$ cat src/rtl/core_mdu_ctrl_pkg.sv
// Shared encodings for the RV32M multiply/divide controller.
package core_mdu_ctrl_pkg;

   localparam logic [6:0] MDU_OPCODE = 7'b0110011;
   localparam logic [6:0] MDU_FUNCT7 = 7'b0000001;

   localparam logic [2:0] F3_MUL    = 3'b000;
   localparam logic [2:0] F3_MULH   = 3'b001;
   localparam logic [2:0] F3_MULHSU = 3'b010;
   localparam logic [2:0] F3_MULHU  = 3'b011;
   localparam logic [2:0] F3_DIV    = 3'b100;
   localparam logic [2:0] F3_DIVU   = 3'b101;
   localparam logic [2:0] F3_REM    = 3'b110;
   localparam logic [2:0] F3_REMU   = 3'b111;

   typedef enum logic [1:0] {
      ST_IDLE = 2'd0,
      ST_RUN  = 2'd1,
      ST_DONE = 2'd2
   } mdu_state_e;

   // rs1 is read as signed for MULH, MULHSU, DIV and REM
   function automatic logic f3_signed1(input logic [2:0] f3);
      return (f3 == F3_MULH) || (f3 == F3_MULHSU) || (f3 == F3_DIV) || (f3 == F3_REM);
   endfunction

   function automatic logic f3_signed2(input logic [2:0] f3);
      return (f3 == F3_MULH) || (f3 == F3_DIV) || (f3 == F3_REM);
   endfunction

endpackage

$ cat src/rtl/core_mdu_div_step.sv
// One combinational restoring-division step on unsigned magnitudes.
module core_mdu_div_step #(
   parameter int unsigned XLEN = 32
) (
   input  logic [XLEN-1:0] i_rem,
   input  logic [XLEN-1:0] i_quo,
   input  logic [XLEN-1:0] i_div,
   output logic [XLEN-1:0] o_rem_c,
   output logic [XLEN-1:0] o_quo_c
);

   logic [XLEN:0] w_shift;
   logic [XLEN:0] w_diff;

   assign w_shift = {i_rem, i_quo[XLEN-1]};
   assign w_diff  = w_shift - {1'b0, i_div};
   // a clear borrow means the divisor fits: keep the difference, shift in a 1
   assign o_rem_c = w_diff[XLEN] ? w_shift[XLEN-1:0] : w_diff[XLEN-1:0];
   assign o_quo_c = {i_quo[XLEN-2:0], ~w_diff[XLEN]};

endmodule

$ cat src/rtl/core_mdu_ctrl.sv
// RV32M multiply/divide controller: 32-cycle iterative datapath with early-out cases.
// Optional single-cycle multiply when CORE_MDU_FAST_MUL_EN is defined.
module core_mdu_ctrl
   import core_mdu_ctrl_pkg::*;
#(
   parameter int unsigned XLEN = 32
) (
   input  logic            i_clk,
   input  logic            i_rstn,
   input  logic            i_valid,
   input  logic [2:0]      i_funct3,
   input  logic [XLEN-1:0] i_num1u,
   input  logic [XLEN-1:0] i_num2u,
   input  logic            i_kill,
   output logic            o_busy,
   output logic            o_valid,
   output logic [XLEN-1:0] o_res
);

   localparam int unsigned PW = 2 * XLEN;

   mdu_state_e      r_state, w_state_nxt;
   logic [4:0]      r_cnt;
   logic [XLEN-1:0] r_hi, r_lo, r_opb, r_res;
   logic [2:0]      r_funct3;
   logic            r_neg_q, r_neg_r, r_fin, r_valid, r_busy;

   logic            w_accept, w_fire, w_sgn1, w_sgn2, w_neg1, w_neg2;
   logic            w_div0, w_ovf, w_fast, w_skip;
   logic [XLEN-1:0] w_mag1, w_mag2, w_spec_res, w_load_hi, w_load_lo;
   logic [XLEN:0]   w_mul_sum;
   logic [XLEN-1:0] w_div_rem, w_div_quo, w_quo_s, w_rem_s, w_res;
   logic [PW-1:0]   w_prod, w_prod_s;

   assign w_accept = (r_state == ST_IDLE) && i_valid && !i_kill;
   assign w_fire   = (r_state == ST_DONE) && !i_kill;

   assign w_sgn1 = f3_signed1(i_funct3);
   assign w_sgn2 = f3_signed2(i_funct3);
   assign w_neg1 = w_sgn1 & i_num1u[XLEN-1];
   assign w_neg2 = w_sgn2 & i_num2u[XLEN-1];
   assign w_mag1 = w_neg1 ? (~i_num1u + XLEN'(1)) : i_num1u;
   assign w_mag2 = w_neg2 ? (~i_num2u + XLEN'(1)) : i_num2u;

   // divide-by-zero and signed overflow resolve at accept without iterating
   assign w_div0 = i_funct3[2] && (i_num2u == '0);
   assign w_ovf  = ((i_funct3 == F3_DIV) || (i_funct3 == F3_REM)) &&
                   (i_num1u == {1'b1, {(XLEN-1){1'b0}}}) && (&i_num2u);
   assign w_spec_res = w_div0 ? (i_funct3[1] ? i_num1u : '1)
                              : (i_funct3[1] ? '0 : i_num1u);

`ifdef CORE_MDU_FAST_MUL_EN
   logic signed [XLEN:0]   w_fa, w_fb;
   logic signed [PW+1:0]   w_fprod;
   assign w_fa    = {w_sgn1 & i_num1u[XLEN-1], i_num1u};
   assign w_fb    = {w_sgn2 & i_num2u[XLEN-1], i_num2u};
   assign w_fprod = w_fa * w_fb;
   assign w_fast  = !i_funct3[2];
`else
   assign w_fast  = 1'b0;
`endif

   assign w_skip = w_div0 | w_ovf | w_fast;

   always_comb begin
      w_load_hi = '0;
      w_load_lo = (w_div0 | w_ovf) ? w_spec_res : w_mag1;
`ifdef CORE_MDU_FAST_MUL_EN
      if (w_fast) begin
         w_load_hi = w_fprod[PW-1:XLEN];
         w_load_lo = w_fprod[XLEN-1:0];
      end
`endif
   end

   // shift-add multiply: {hi,lo} holds partial product above the unconsumed multiplier
   assign w_mul_sum = {1'b0, r_hi} + (r_lo[0] ? {1'b0, r_opb} : '0);

   core_mdu_div_step #(.XLEN(XLEN)) u_div_step (
      .i_rem   (r_hi),
      .i_quo   (r_lo),
      .i_div   (r_opb),
      .o_rem_c (w_div_rem),
      .o_quo_c (w_div_quo)
   );

   assign w_prod   = {r_hi, r_lo};
   assign w_prod_s = r_neg_q ? (~w_prod + PW'(1)) : w_prod;
   assign w_quo_s  = r_neg_q ? (~r_lo + XLEN'(1)) : r_lo;
   assign w_rem_s  = r_neg_r ? (~r_hi + XLEN'(1)) : r_hi;

   always_comb begin
      w_res = '0;
      if (r_fin)
         w_res = ((r_funct3 == F3_MUL) || r_funct3[2]) ? r_lo : r_hi;
      else if (r_funct3[2])
         w_res = r_funct3[1] ? w_rem_s : w_quo_s;
      else
         w_res = (r_funct3 == F3_MUL) ? w_prod_s[XLEN-1:0] : w_prod_s[PW-1:XLEN];
   end

   always_ff @(posedge i_clk or negedge i_rstn) begin
      if (!i_rstn) r_state <= ST_IDLE;
      else         r_state <= w_state_nxt;
   end

   always_comb begin
      w_state_nxt = r_state;
      unique case (r_state)
         ST_IDLE: if (w_accept) w_state_nxt = w_skip ? ST_DONE : ST_RUN;
         ST_RUN: begin
            if (i_kill)              w_state_nxt = ST_IDLE;
            else if (r_cnt == 5'd31) w_state_nxt = ST_DONE;
         end
         ST_DONE: w_state_nxt = ST_IDLE;
         default: w_state_nxt = ST_IDLE;
      endcase
   end

   always_ff @(posedge i_clk or negedge i_rstn) begin
      if (!i_rstn) begin
         r_cnt    <= '0;
         r_hi     <= '0;
         r_lo     <= '0;
         r_opb    <= '0;
         r_res    <= '0;
         r_funct3 <= '0;
         r_neg_q  <= 1'b0;
         r_neg_r  <= 1'b0;
         r_fin    <= 1'b0;
         r_valid  <= 1'b0;
         r_busy   <= 1'b0;
      end else begin
         r_busy  <= (w_state_nxt != ST_IDLE);
         r_valid <= w_fire;
         if (w_fire) r_res <= w_res;
         if (w_accept) begin
            r_funct3 <= i_funct3;
            r_hi     <= w_load_hi;
            r_lo     <= w_load_lo;
            r_opb    <= w_mag2;
            r_neg_q  <= w_neg1 ^ w_neg2;
            r_neg_r  <= w_neg1;
            r_fin    <= w_skip;
            r_cnt    <= '0;
         end else if (r_state == ST_RUN) begin
            r_cnt <= r_cnt + 5'd1;
            if (r_funct3[2]) begin
               r_hi <= w_div_rem;
               r_lo <= w_div_quo;
            end else begin
               r_hi <= w_mul_sum[XLEN:1];
               r_lo <= {w_mul_sum[0], r_lo[XLEN-1:1]};
            end
         end
      end
   end

   assign o_busy  = r_busy;
   assign o_valid = r_valid;
   assign o_res   = r_res;

endmodule

$ cat config.mk
export PLATFORM = sky130hd
export DESIGN_NAME = core_mdu_ctrl
export DESIGN_NICKNAME = d
export VERILOG_FILES = /design/src/rtl/core_mdu_ctrl_pkg.sv /design/src/rtl/core_mdu_div_step.sv /design/src/rtl/core_mdu_ctrl.sv
export SDC_FILE = /design/constraint.sdc
export NUM_CORES = 1
export LEC_CHECK = 0
export CORE_UTILIZATION = 45
export CTS_CLUSTER_DIAMETER = 200
export DETAILED_ROUTE_END_ITERATION = 10
export MAX_ROUTING_LAYER = met4
export PLACE_DENSITY = 0.78
export SKIP_CTS_REPAIR_TIMING = 1
export SYNTH_ARGS = -nofsm -noshare
export SYNTH_HDL_FRONTEND = slang
export SYNTH_SLANG_ARGS = --single-unit
export TNS_END_PERCENT = 50
$ cat constraint.sdc
create_clock -name i_clk -period 3.8 [get_ports i_clk]
set_input_delay 0.95 -clock i_clk [delete_from_list [all_inputs] [get_ports i_clk]]
set_output_delay 0.95 -clock i_clk [all_outputs]
set_load 0.005 [all_outputs]
# == Yosys cells after proc, flatten, opt, wreduce, memory -nomap -nowiden ==
# Index checks and enable logic that the tools add are counted.
# totals
register_bits,143
inputBits,71
wordCells,87
output_inout_bits,34
# op_classes
n_mux,29
reduce_logical,20
eq_ne,8
bitwise,10
addsub,8
# op_table
op,count
$mux W32,21
$add A32 B1 Y32 const B,4
$not A32 Y32,4
$add A64 B1 Y64 const B,1
$mux W64,1
$not A64 Y64,1
$add A32 B32 Y33,1
$sub A33 B32 Y33,1
$eq A32 B32 Y1 const B,1
$logic_not A32 Y1,1
$reduce_and A32 Y1,1
$mux W5,2
$mux W2,4
$logic_or A1 B1 Y1,7
$eq A3 B3 Y1 const B,2
$logic_and A1 B1 Y1,6
$add A5 B1 Y5 const B,1
$eq A5 B5 Y1 const B,1
$pmux W2 S2,1
$reduce_bool A2 Y1,2
$eq A3 B1 Y1 const B,1
$eq A3 B2 Y1 const B,1
$logic_not A3 Y1,1
$and A1 B1 Y1,2
7 further kinds,7

# == Longest topological paths before layout ==
# Gate-level depths: netlist of run 1.
# logic_depth
ltp_word,9
depth_mapped,15
mapped_depth_nobuf,13

# == By module ==
# A second synthesis of run 1 with hierarchy kept.
# hier_totals
cells_unflattened,1993
area_unflattened_um2,15063.2
# modules_own_cells
mod,seq_area_each_um2,n_inst,area_per_inst_um2,cells_per_inst
core_mdu_ctrl,3578.4,1,12472.0,1657
core_mdu_div_step,0.0,1,2591.2,336

# == Least setup slack after synthesis of run 1 ==
# Ideal clock, no wire load.
# synth_path
path_kind,in2reg
startpoint,input port i_num2u[0]
endpoint,register r_lo[26]
setup_time_ns,0.139
slack_ns,0.191
path_stages,10
arrival_time_ns,3.470
required_time_ns,3.661
n_path_buf,0
path_cell_list,inv_1 > ha_1 > or3b_2 > or4_4 > nand4bb_4 > nor4b_4 > nor3_1 > o21ai_0 > a21boi_1 > or4_1
# synth_via
elab_chain_cells,5
elab_cells_between_ends,8
classes_between,mux: 3; bitwise: 1; reduce/logical: 4
# synth_rtl
item,line_no,source
from (decl),core_mdu_ctrl.sv:13,"input logic [XLEN-1:0] i_num2u,"
$logic_not A32 Y1 / $reduce_and A32 Y1 (equally long branches),"core_mdu_ctrl.sv:46, core_mdu_ctrl.sv:48",
"$logic_and A1 B1 Y1, on equally long branches","core_mdu_ctrl.sv:46, core_mdu_ctrl.sv:48",
$mux W32 / $or A1 B1 Y1 (equally long branches),"core_mdu_ctrl.sv:49, core_mdu_ctrl.sv:67",
$mux W32 *,core_mdu_ctrl.sv:67,w_load_lo = (w_div0 | w_ovf) ? w_spec_res : w_mag1;
$mux W32 *,core_mdu_ctrl.sv:137,if (w_accept) begin
to (signal assigned),core_mdu_ctrl.sv:140,r_lo <= w_load_lo;
to (signal assigned),core_mdu_ctrl.sv:150,r_lo <= w_div_quo;
to (signal assigned),core_mdu_ctrl.sv:153,"r_lo <= {w_mul_sum[0], r_lo[XLEN-1:1]};"
to (decl),core_mdu_ctrl.sv:24,"logic [XLEN-1:0] r_hi, r_lo, r_opb, r_res;"
# Every way passes the cells marked *; elsewhere a longest branch is shown, timed or not.
# A chain may end at the register's enable or synchronous reset.

# == Worst setup path after layout of run 1 ==
# layout_path
startpoint,input port i_num2u[0]
endpoint,register r_lo[18]
# The elaborated chain is that of the path after synthesis.

==> flow_metrics.tcl, run 1 <==
set metrics [dict create \
    run_status "finished, final reports clean" \
    postSynthAreaPerCell_um2 7.38 \
    finalCriticalPeriod_ps 3740 \
    syn-num-nets 2115 \
    fin_area_um2 17700 \
    endpoint_kind "register" \
    grtUsageMet2_pct 49.2 \
    setup_violations 0 \
    power.share.sequential_pct 20.2 \
    critical-path-top-delay-family "simple AND/OR/NAND/NOR gates" \
    groute.layer.met1.usage_pct 46.7 \
    drt-initial-drc-count 1916 \
    critical_path_arrival_ps 4060 \
    fin_setup_tns_ps 0 \
    drive_above_1_share_pct 12.5 \
    synth_sequential_area_ratio_pct 24.6 \
    cp_slowest_stage_delay_ps 490 \
    vias_post_dr 16300 \
    dpl.hpwl_mm 41.7 \
    gr-total-overflow 0 \
    finalMaxSlewViolations 0 \
    post_synth_num_cell_types 84 \
    grt_pass1_vias 15400 \
    clk_root_buffer_cell "clkbuf_16" \
    regToRegStartpoint "r_lo[31]$_DFFE_PN0P_" \
    timing.hold.worst.class "register to register" \
    fin_hold_ws_ps 481 \
    maxSlewHeadroom_pct 39.7 \
    worst_skew_pair.late_latency_ps 450 \
    initial_utilization_pct 45.9 \
    p_switching_mw 6.07 \
    leakage_power_figure_nw 7.62 \
    place_area_um2 17000 \
    clock_tree_from_tritoncts "done" \
    initial_antenna_violation_count 0 \
    die-width_um 182 \
    min-delay-start "r_opb[16]$_DFFE_PN0P_" \
    critical_path_peak_fanout 29 \
    layout.cells.most_common "nand2_1" \
    viasPerCell 6.37 \
    final_net_count 2280 \
    gr-max-usage-layer "met2" \
    diodes 0 \
    report.final.hold_viol_count 0 \
    flow.area_growth_from_synthesis_pct 21.5 \
    max_freq_mhz 268 \
    post-route-worst-setup-slack_ps 63.5 \
    worstPathBufferInverterCount 4 \
    cell_internal_pwr_mw 6.09 \
    wl_per_cell_um 21.4 \
    power.switching_fraction_pct 49.9 \
    critical_path_required_ps 4120 \
    timing_worst_setup_path_type "primary input to register" \
    final.period_utilization_pct 98.3 \
    gp_congestion 0.999 \
    clkTransAtPathRegs_ps 60 \
    synth-seq-cells 143 \
    placement.setup.worst_slack_ps -454 \
    worstHoldEndpoint "r_opb[16]$_DFFE_PN0P_" \
    post_layout_nonfiller_instances 2551 \
    clock_power_share_pct 14.2 \
    areal_power_density_over_the_cells_nw_per_um2 688 \
    placed_cells 2516 \
    syn_area_um2 14500 \
    drt_pass1_iterations 6 \
    synth-edff-count 0 \
    drc_errors 0 \
    ys.warnings.count 0 \
    rr_worst_depth 13 \
    synth-main-ff-cell "dfrtp_1" \
    postSynth.asyncResetShare_pct 100 \
    globalRouteTotalUtil_pct 34.2 \
    r2r_end "r_lo[0]$_DFFE_PN0P_" \
    reported_max_cap_violation_count 0 \
    antenna_violating_nets_post_route 0 \
    worst_path_max_delay_cell "or4_4" \
    postRouteWirelength_mm 54.7 \
    worstSetupStartpointType "primary input" \
    finalClockSkew_ps 19.1 \
    cts_made_buffers 17 \
    grt.met3_usage_pct 5.86 \
    irDropWorstVdd_mv 0.471 \
    list_of_cells_traversed_by_the_critical_path "clkdlybuf4s50_1 -> inv_1 -> ha_2 -> or3b_2 -> or4_4 -> nand4bb_4 -> nor4b_4 -> buf_4 -> and2b_1 -> and2_1 -> buf_12 -> a311oi_1 -> o311ai_1" \
    htree_levels 4 \
    core_um2 31700 \
    die_y_um 182 \
    portBuffers 104 \
    die-area_um2 33000 \
    grt_max_degree 87 \
    power.share.combinational_pct 65.6 \
    cts-root-to-sink-buffers 2 \
    number_of_clock_sinks_seen_by_cts 143 \
    hold-path-cell-count 2 \
    synthesis.instances 1971 \
    setup.reg_to_reg.worst_slack_ps 180 \
    timing_worst_slew_pin_value_ps 904 \
    most-common-layout-cells "nand2_1 (233), nor2_1 (226), o21ai_0 (187)" \
    floorplan.rows 65 \
    io_pins 105 \
    grt_first_pass_wirelength_mm 86.2 \
    crit_path_start "i_num2u[0]" \
]
## cell usage after synthesis (21+ instances only)
cell | count | area share [%]
a21o_1 | 38 | 2.0
a21oi_1 | 161 | 5.5
a311oi_1 | 24 | 1.4
a31oi_1 | 23 | 0.99
clkbuf_1 | 124 | 3.2
dfrtp_1 | 143 | 25
ha_1 | 71 | 6.1
inv_1 | 59 | 1.5
mux2i_1 | 47 | 3.2
nand2_1 | 234 | 6.0
nand3_1 | 30 | 1.0
nor2_1 | 228 | 5.9
nor3_1 | 39 | 1.3
o21ai_0 | 188 | 6.5
o22ai_1 | 21 | 0.90
o31ai_1 | 27 | 1.4
xnor2_1 | 75 | 4.5
xor2_1 | 64 | 3.9
## worst reg2reg max path, cell delays in order, from the launching register on
cell      delay, ps
dfrtp_1         380
inv_1            90
ha_1            230
fa_1            400
nand2b_1        190
a21oi_1         220
o211ai_1        280
a21oi_1         330
o21ai_0         300
xnor2_2         280
buf_6           290
nand2_1         100
o211a_1         150
a221oi_1        260
## power by group through the flow
stage | Clock, mW | Combinational [mW] | Sequential, mW
2_1_floorplan | 0 | 5.26 | 2.21
3_3_place_gp | 0 | 7.62 | 2.44
3_5_place_dp | 0 | 7.71 | 2.45
4_1_cts | 1.74 | 7.76 | 2.42
5_1_grt | 1.80 | 8.64 | 2.49
6_report | 1.72 | 7.98 | 2.46
## cell type report
cell class	count	area, um^2
sequential	143	3580
fill	3007	14000
clock inverter	14	145
timing repair buffer	290	2540
clock buffer	18	439
inverter	60	225
tap	402	503
multi-input combinational	1624	10200
## kinds of logic after synthesis
family | after synthesis | share of synthesized area [%]
buffers and inverters | 204 | 5.47
AOI/OAI and AO/OA | 663 | 29.1
muxes | 52 | 3.62
xor gates and xnor gates | 139 | 8.37
adders and majority gates | 73 | 6.38
DFF | 143 | 24.6
and+or+nand+nor | 697 | 22.5
## layer usage
metal	vias to the layer above	routed length (um)
met4	0	2270
met2	911	23300
met3	122	5270
met5	-	0
li1	7523	-
met1	7701	23800
## how the worst max path moves through the flow
stage                                 to  slack, ps  cells past startpoint
floorplan           r_lo[26]$_DFFE_PN0P_        190                     10
global placement     r_lo[5]$_DFFE_PN0P_       -360                     11
detailed placement   r_lo[5]$_DFFE_PN0P_       -450                     11
CTS                 r_hi[29]$_DFFE_PN0P_        -10                     15
global route        r_lo[18]$_DFFE_PN0P_        -40                     13
finish              r_lo[18]$_DFFE_PN0P_         60                     13
## sequential cells by signal (all words and copies together), names as in the netlist
| name | flops |
|---|---|
| r_opb | 32 |
| r_fin | 1 |
| o_busy | 1 |
| o_res | 32 |
| r_neg_q | 1 |
| r_hi | 32 |
| r_cnt | 5 |
| r_funct3 | 3 |
| r_lo | 32 |
| o_valid | 1 |
| r_neg_r | 1 |
| r_state | 2 |
## metrics by stage
| step | power (mW) | util [%] |
|---|---|---|
| global route | 12.9 | 55.7 |
| floorplan | 7.48 | - |
| CTS | 11.9 | 55.5 |
| finish | 12.2 | 55.7 |
| detailed placement | 10.2 | 53.6 |
| global placement | 10.1 | 53.6 |
Note: power is estimated with default switching activity, not from simulation.
==> run 2, diff against run 1 <==
PLACE_DENSITY = 0.66   (was 0.78)
==> flow_metrics.tcl, run 2 (synthesis results as in run 1) <==
set metrics [dict create \
    clkTransAtPathRegs_ps 70 \
    timing.hold.worst.class "register to register" \
    layout.cells.most_common "nand2_1" \
    setup_violations 0 \
    grt_first_pass_wirelength_mm 85.8 \
    core_um2 31700 \
    maxSlewHeadroom_pct 38.2 \
    max_freq_mhz 272 \
    filler_cell_count 3092 \
    power.switching_fraction_pct 50.0 \
    cts_made_buffers 17 \
    grt_max_degree 63 \
    finalCriticalPeriod_ps 3670 \
    finalMaxSlewViolations 0 \
    floorplan.rows 65 \
    gr-total-overflow 0 \
    number_of_clock_sinks_seen_by_cts 143 \
    reported_max_cap_violation_count 0 \
    worstSetupStartpointType "primary input" \
    sequential_cell_area_um2 3580 \
    die-width_um 182 \
    drive_above_1_share_pct 11.9 \
    run_status "finished, final reports clean" \
    drt_pass1_iterations 8 \
    critical_path_peak_fanout 6 \
    htree_levels 4 \
    grt_setup_unrepaired "no" \
    initial_antenna_violation_count 0 \
    place_area_um2 16900 \
    vias_post_dr 16000 \
    cts-root-to-sink-buffers 2 \
    setup.reg_to_reg.worst_slack_ps 170 \
    power.share.sequential_pct 20.9 \
    wl_per_cell_um 21.1 \
    clock_tree_from_tritoncts "done" \
    post-route-worst-setup-slack_ps 127 \
    leakage_power_figure_nw 7.55 \
    p_switching_mw 5.92 \
    critical_path_arrival_ps 3980 \
    grt_pass1_vias 15000 \
    gp_congestion 0.986 \
    report.final.hold_viol_count 0 \
    critical_path_required_ps 4110 \
    dpl.hpwl_mm 41.3 \
    fin_area_um2 17500 \
    detail_route.wirelength.met1_mm 24.5 \
    globalRouteTotalUtil_pct 34.0 \
    clock_power_share_pct 13.6 \
    multi_input_comb_area_um2 10200 \
    timing_worst_setup_path_type "primary input to register" \
    power.share.combinational_pct 65.5 \
    clk_root_buffer_cell "clkbuf_16" \
    most-common-layout-cells "nand2_1 (233), nor2_1 (226), o21ai_0 (186)" \
    dr_wl_met2_mm 22.8 \
    final.period_utilization_pct 96.6 \
    worst_skew_pair.late_latency_ps 440 \
    final_net_count 2273 \
    io_pins 105 \
    diodes 0 \
    placement.setup.worst_slack_ps -429 \
    portBuffers 104 \
    die-area_um2 33000 \
    irDropWorstVdd_mv 0.481 \
    postRouteWirelength_mm 53.8 \
    met3_length_mm 4.77 \
    die_y_um 182 \
    viasPerCell 6.30 \
    initial_utilization_pct 45.9 \
    top_signal_layer_used "met4" \
    antenna_violating_nets_post_route 0 \
    flow.area_growth_from_synthesis_pct 20.4 \
    endpoint_kind "register" \
    finalClockSkew_ps 13.6 \
    cell_internal_pwr_mw 5.92 \
    drc_errors 0 \
    areal_power_density_over_the_cells_nw_per_um2 676 \
    drt-initial-drc-count 1807 \
    timing_worst_slew_pin_value_ps 925 \
]
-- run 2: cell types whose count changed in the layout (fill, tap and decap cells not counted), moves of 2 or more --
| cell | previous run | this run |
|---|---|---|
| clkinv_2 | 0 | 4 |
| clkbuf_1 | 0 | 2 |
| inv_8 | 2 | 0 |
| a2111oi_1 | 0 | 2 |
| buf_6 | 3 | 1 |
| inv_6 | 5 | 3 |
| buf_4 | 177 | 174 |
-- run 2: metal layers --
metal | vias up | global-route usage (%)
met5 | - | -
met4 | 0 | 11.6
met3 | 106 | 5.84
met2 | 763 | 48.9
met1 | 7646 | 47.8
li1 | 7500 | -
-- run 2: cell type report --
class                      count  share of cell area (%)
sequential                   143                    20.4
multi-input combinational   1624                    58.4
clock buffer                  20                    2.55
inverter                      60                    1.29
timing repair buffer         283                    14.0
tap                          402                    2.87
clock inverter                12                   0.493
-- run 2: worst paths after layout --
kind | from | to | depth (start not counted)
hold / removal | r_opb[9]$_DFFE_PN0P_ | r_opb[9]$_DFFE_PN0P_ | 2
min in group asynchronous | i_rstn | r_opb[16]$_DFFE_PN0P_ | 1
setup / recovery | i_num2u[0] | r_lo[26]$_DFFE_PN0P_ | 12
max in group asynchronous | i_rstn | r_hi[2]$_DFFE_PN0P_ | 2
hold reg to reg | r_opb[9]$_DFFE_PN0P_ | r_opb[9]$_DFFE_PN0P_ | 2
setup reg to reg | r_opb[1]$_DFFE_PN0P_ | r_hi[23]$_DFFE_PN0P_ | 13
-- run 2: power by group through the flow --
stage	clock network (mW)	logic [mW]	registers [mW]
finish	1.61	7.76	2.48
global route	1.68	8.46	2.51
detailed placement	0	7.54	2.47
global placement	0	7.45	2.46
CTS	1.63	7.58	2.45
floorplan	0	5.26	2.21
-- run 2: worst max-delay path: stages --
cell,delay (ps)
clkdlybuf4s50_1,420
inv_1,80
ha_1,160
or3b_2,460
or4_4,490
nand4bb_4,280
nor4b_4,220
buf_4,180
nor3_4,60
o21ai_0,100
a21boi_1,90
or4_1,470
-- run 2: per-stage QoR --
step,hold WS [ps],TNS (ps),std cells,total power [mW],utilization [%]
6_report,479,0,2544,11.8,55.2
5_1_grt,510,0,2544,12.6,55.2
4_1_cts,485,0,2542,11.7,55.1
3_5_place_dp,471,-9910,2510,10.0,53.4
3_3_place_gp,462,-7880,2510,9.92,53.4
2_1_floorplan,450,0,1971,7.48,-
==> run 3, diff against run 2 <==
ABC_AREA = 1   (was unset)
PLACE_DENSITY = 0.65   (was 0.66)
==> flow_metrics.tcl, run 3 <==
set metrics [dict create \
    fin_hold_ws_ps 495 \
    synthesis.instances 3231 \
    netlist.top_cell.by_area "nand2_1" \
    areal_power_density_over_the_cells_nw_per_um2 726 \
    endpoint_kind "register" \
    clock_tree_from_tritoncts "done" \
    die_y_um 204 \
    timing_worst_slew_pin_value_ps 1130 \
    finalCriticalPeriod_ps 3240 \
    vias_post_dr 22000 \
    setup_violations 0 \
    most-common-layout-cells "nand2_1 (980), inv_1 (432), nor2_1 (389)" \
    die-area_um2 41500 \
    cts_made_buffers 17 \
    die-width_um 204 \
    drt-initial-drc-count 2290 \
    io_pins 105 \
    htree_levels 4 \
    timing_worst_setup_path_type "register to register" \
    initial_antenna_violation_count 0 \
    syn_area_um2 18300 \
    grt_setup_unrepaired "no" \
    max_freq_mhz 309 \
    worstSetupStartpointType "register" \
    post_synth_num_cell_types 59 \
    core_um2 39900 \
    synthMostInstantiatedCell "nand2_1" \
    irDropWorstVdd_mv 0.407 \
    layout.cells.most_common "nand2_1" \
    flow.area_growth_from_synthesis_pct 12.0 \
    drt_pass1_iterations 6 \
    final.period_utilization_pct 85.1 \
    globalRouteTotalUtil_pct 38.7 \
    drive_above_1_share_pct 6.50 \
    synth-edff-count 0 \
    timing.hold.worst.class "register to register" \
    gr-total-overflow 0 \
    grt_first_pass_wirelength_mm 119 \
    synth-main-ff-cell "dfrtp_1" \
    reported_max_cap_violation_count 0 \
    initial_utilization_pct 45.8 \
    synth_sequential_area_ratio_pct 19.6 \
    dpl.hpwl_mm 62.6 \
    finalClockSkew_ps 14.6 \
    critical_path_peak_fanout 32 \
    run_status "finished, final reports clean" \
    placed_cells 3799 \
    wl_per_cell_um 20.3 \
    maxSlewHeadroom_pct 24.6 \
    gp_congestion 1.11 \
    leakage_power_figure_nw 10.5 \
    antenna_violating_nets_post_route 0 \
    portBuffers 104 \
    finalMaxSlewViolations 0 \
    critical_path_arrival_ps 3640 \
    yosys.area.top_type_share_pct 20.1 \
    syn-num-nets 3375 \
    grt_pass1_vias 20500 \
    cts-root-to-sink-buffers 2 \
    grt_max_degree 79 \
    clkTransAtPathRegs_ps 80 \
    clk_root_buffer_cell "clkbuf_16" \
    synth.area.top_cells "nand2_1 (20%), dfrtp_1 (20%), nand3_1 (9.2%)" \
    synth-seq-cells 143 \
    postRouteWirelength_mm 77.6 \
    drc_errors 0 \
    postSynthAreaPerCell_um2 5.66 \
    postSynth.asyncResetShare_pct 100 \
    ys.warnings.count 0 \
    final_net_count 3437 \
    viasPerCell 5.74 \
    synth.top_cells.by_count "nand2_1 (980), inv_1 (432), nor2_1 (391), nand3_1 (337), a21oi_1 (173)" \
    diodes 0 \
    fin_setup_tns_ps 0 \
    floorplan.rows 73 \
    worst_skew_pair.late_latency_ps 460 \
    power.total_mw 14.9 \
    report.final.hold_viol_count 0 \
    critical_path_required_ps 4200 \
    post_layout_nonfiller_instances 3831 \
    number_of_clock_sinks_seen_by_cts 143 \
]
## run 3: changes by cell type in the layout (fill, tap and decap cells not counted), moves of 24 or more
cell,change
a21o_1,-29
a311oi_1,-24
buf_4,-125
inv_1,+373
mux2i_1,-47
nand2_1,+747
nand2_2,+40
nand3_1,+306
nand3b_1,+28
nor2_1,+163
o21ai_0,-36
xnor2_1,-51
## run 3: worst max-delay path: stages, from the launching register on
cell and delay [ps]:
dfrtp_1 500, inv_2 180, ha_1 270, fa_1 410, inv_1 140, nand2_1 70, nand2_1 70, nand3_1 80
nand2_2 130, nand2_2 80, nand2_4 120, nand2_4 100, nand2_4 90, nand2_2 60, nand2_4 370, nand2_1 170
nand3_1 130, nand3_1 100, nand2_1 90
## run 3: routing by layer
metal  GRT usage [%]  wire length, um  vias to the layer above
met5               -                0                        -
met1            53.7            34900                    10200
met4            13.7             2680                        0
li1                -                -                    10500
met3            7.97             8020                      156
met2            55.2            32000                     1107
## run 3: layout make-up
class                           count  area (um^2)
Multi-Input combinational cell   2526        12500
Clock buffer                       19          443
Sequential cell                   143         3580
Timing Repair Buffer              154         1430
Fill cell                        4327        19400
Tap cell                          525          657
Clock inverter                     13          201
Inverter                          451         1690
## run 3: where the power goes
group          leakage [nW]  switching (mW)  internal, mW
clock network         0.309           0.780          1.13
logic                  8.36            7.10          3.14
registers              1.84           0.832          1.89
total                  10.5            8.71          6.17
## run 3: metrics by stage
step	utilization [%]	setup slack [ps]	instance area, um^2
finish	51.3	564	20500
global route	51.3	423	20500
CTS	51.3	608	20500
detailed placement	49.7	316	19900
global placement	49.7	382	19900
floorplan	-	1310	18300
## run 3: final timing paths
check	from	end	slack (ps)	depth (start not counted)
min reg2reg	o_res[1]$_DFFE_PN0P_	o_res[1]$_DFFE_PN0P_	490	2
max	r_lo[31]$_DFFE_PN0P_	r_hi[21]$_DFFE_PN0P_	560	18
min in group asynchronous	i_rstn	r_opb[22]$_DFFE_PN0P_	530	1
max reg2reg	r_lo[31]$_DFFE_PN0P_	r_hi[21]$_DFFE_PN0P_	560	18
max in group asynchronous	i_rstn	o_res[21]$_DFFE_PN0P_	2270	2
min	o_res[1]$_DFFE_PN0P_	o_res[1]$_DFFE_PN0P_	490	2
## run 3: logic make-up (layout without fill, tap and decap cells)
logic type               after synthesis  count (layout)  share of synthesized area [%]
adder cells (fa/ha/maj)               73              73                           5.07
flip-flops                           143             143                           19.6
AND/OR/NAND/NOR                     1926            1926                           45.7
XOR/XNOR                              64              64                           3.06
buffers and inverters                562             637                           12.3
AO/OA/AOI/OAI                        463             463                           14.3
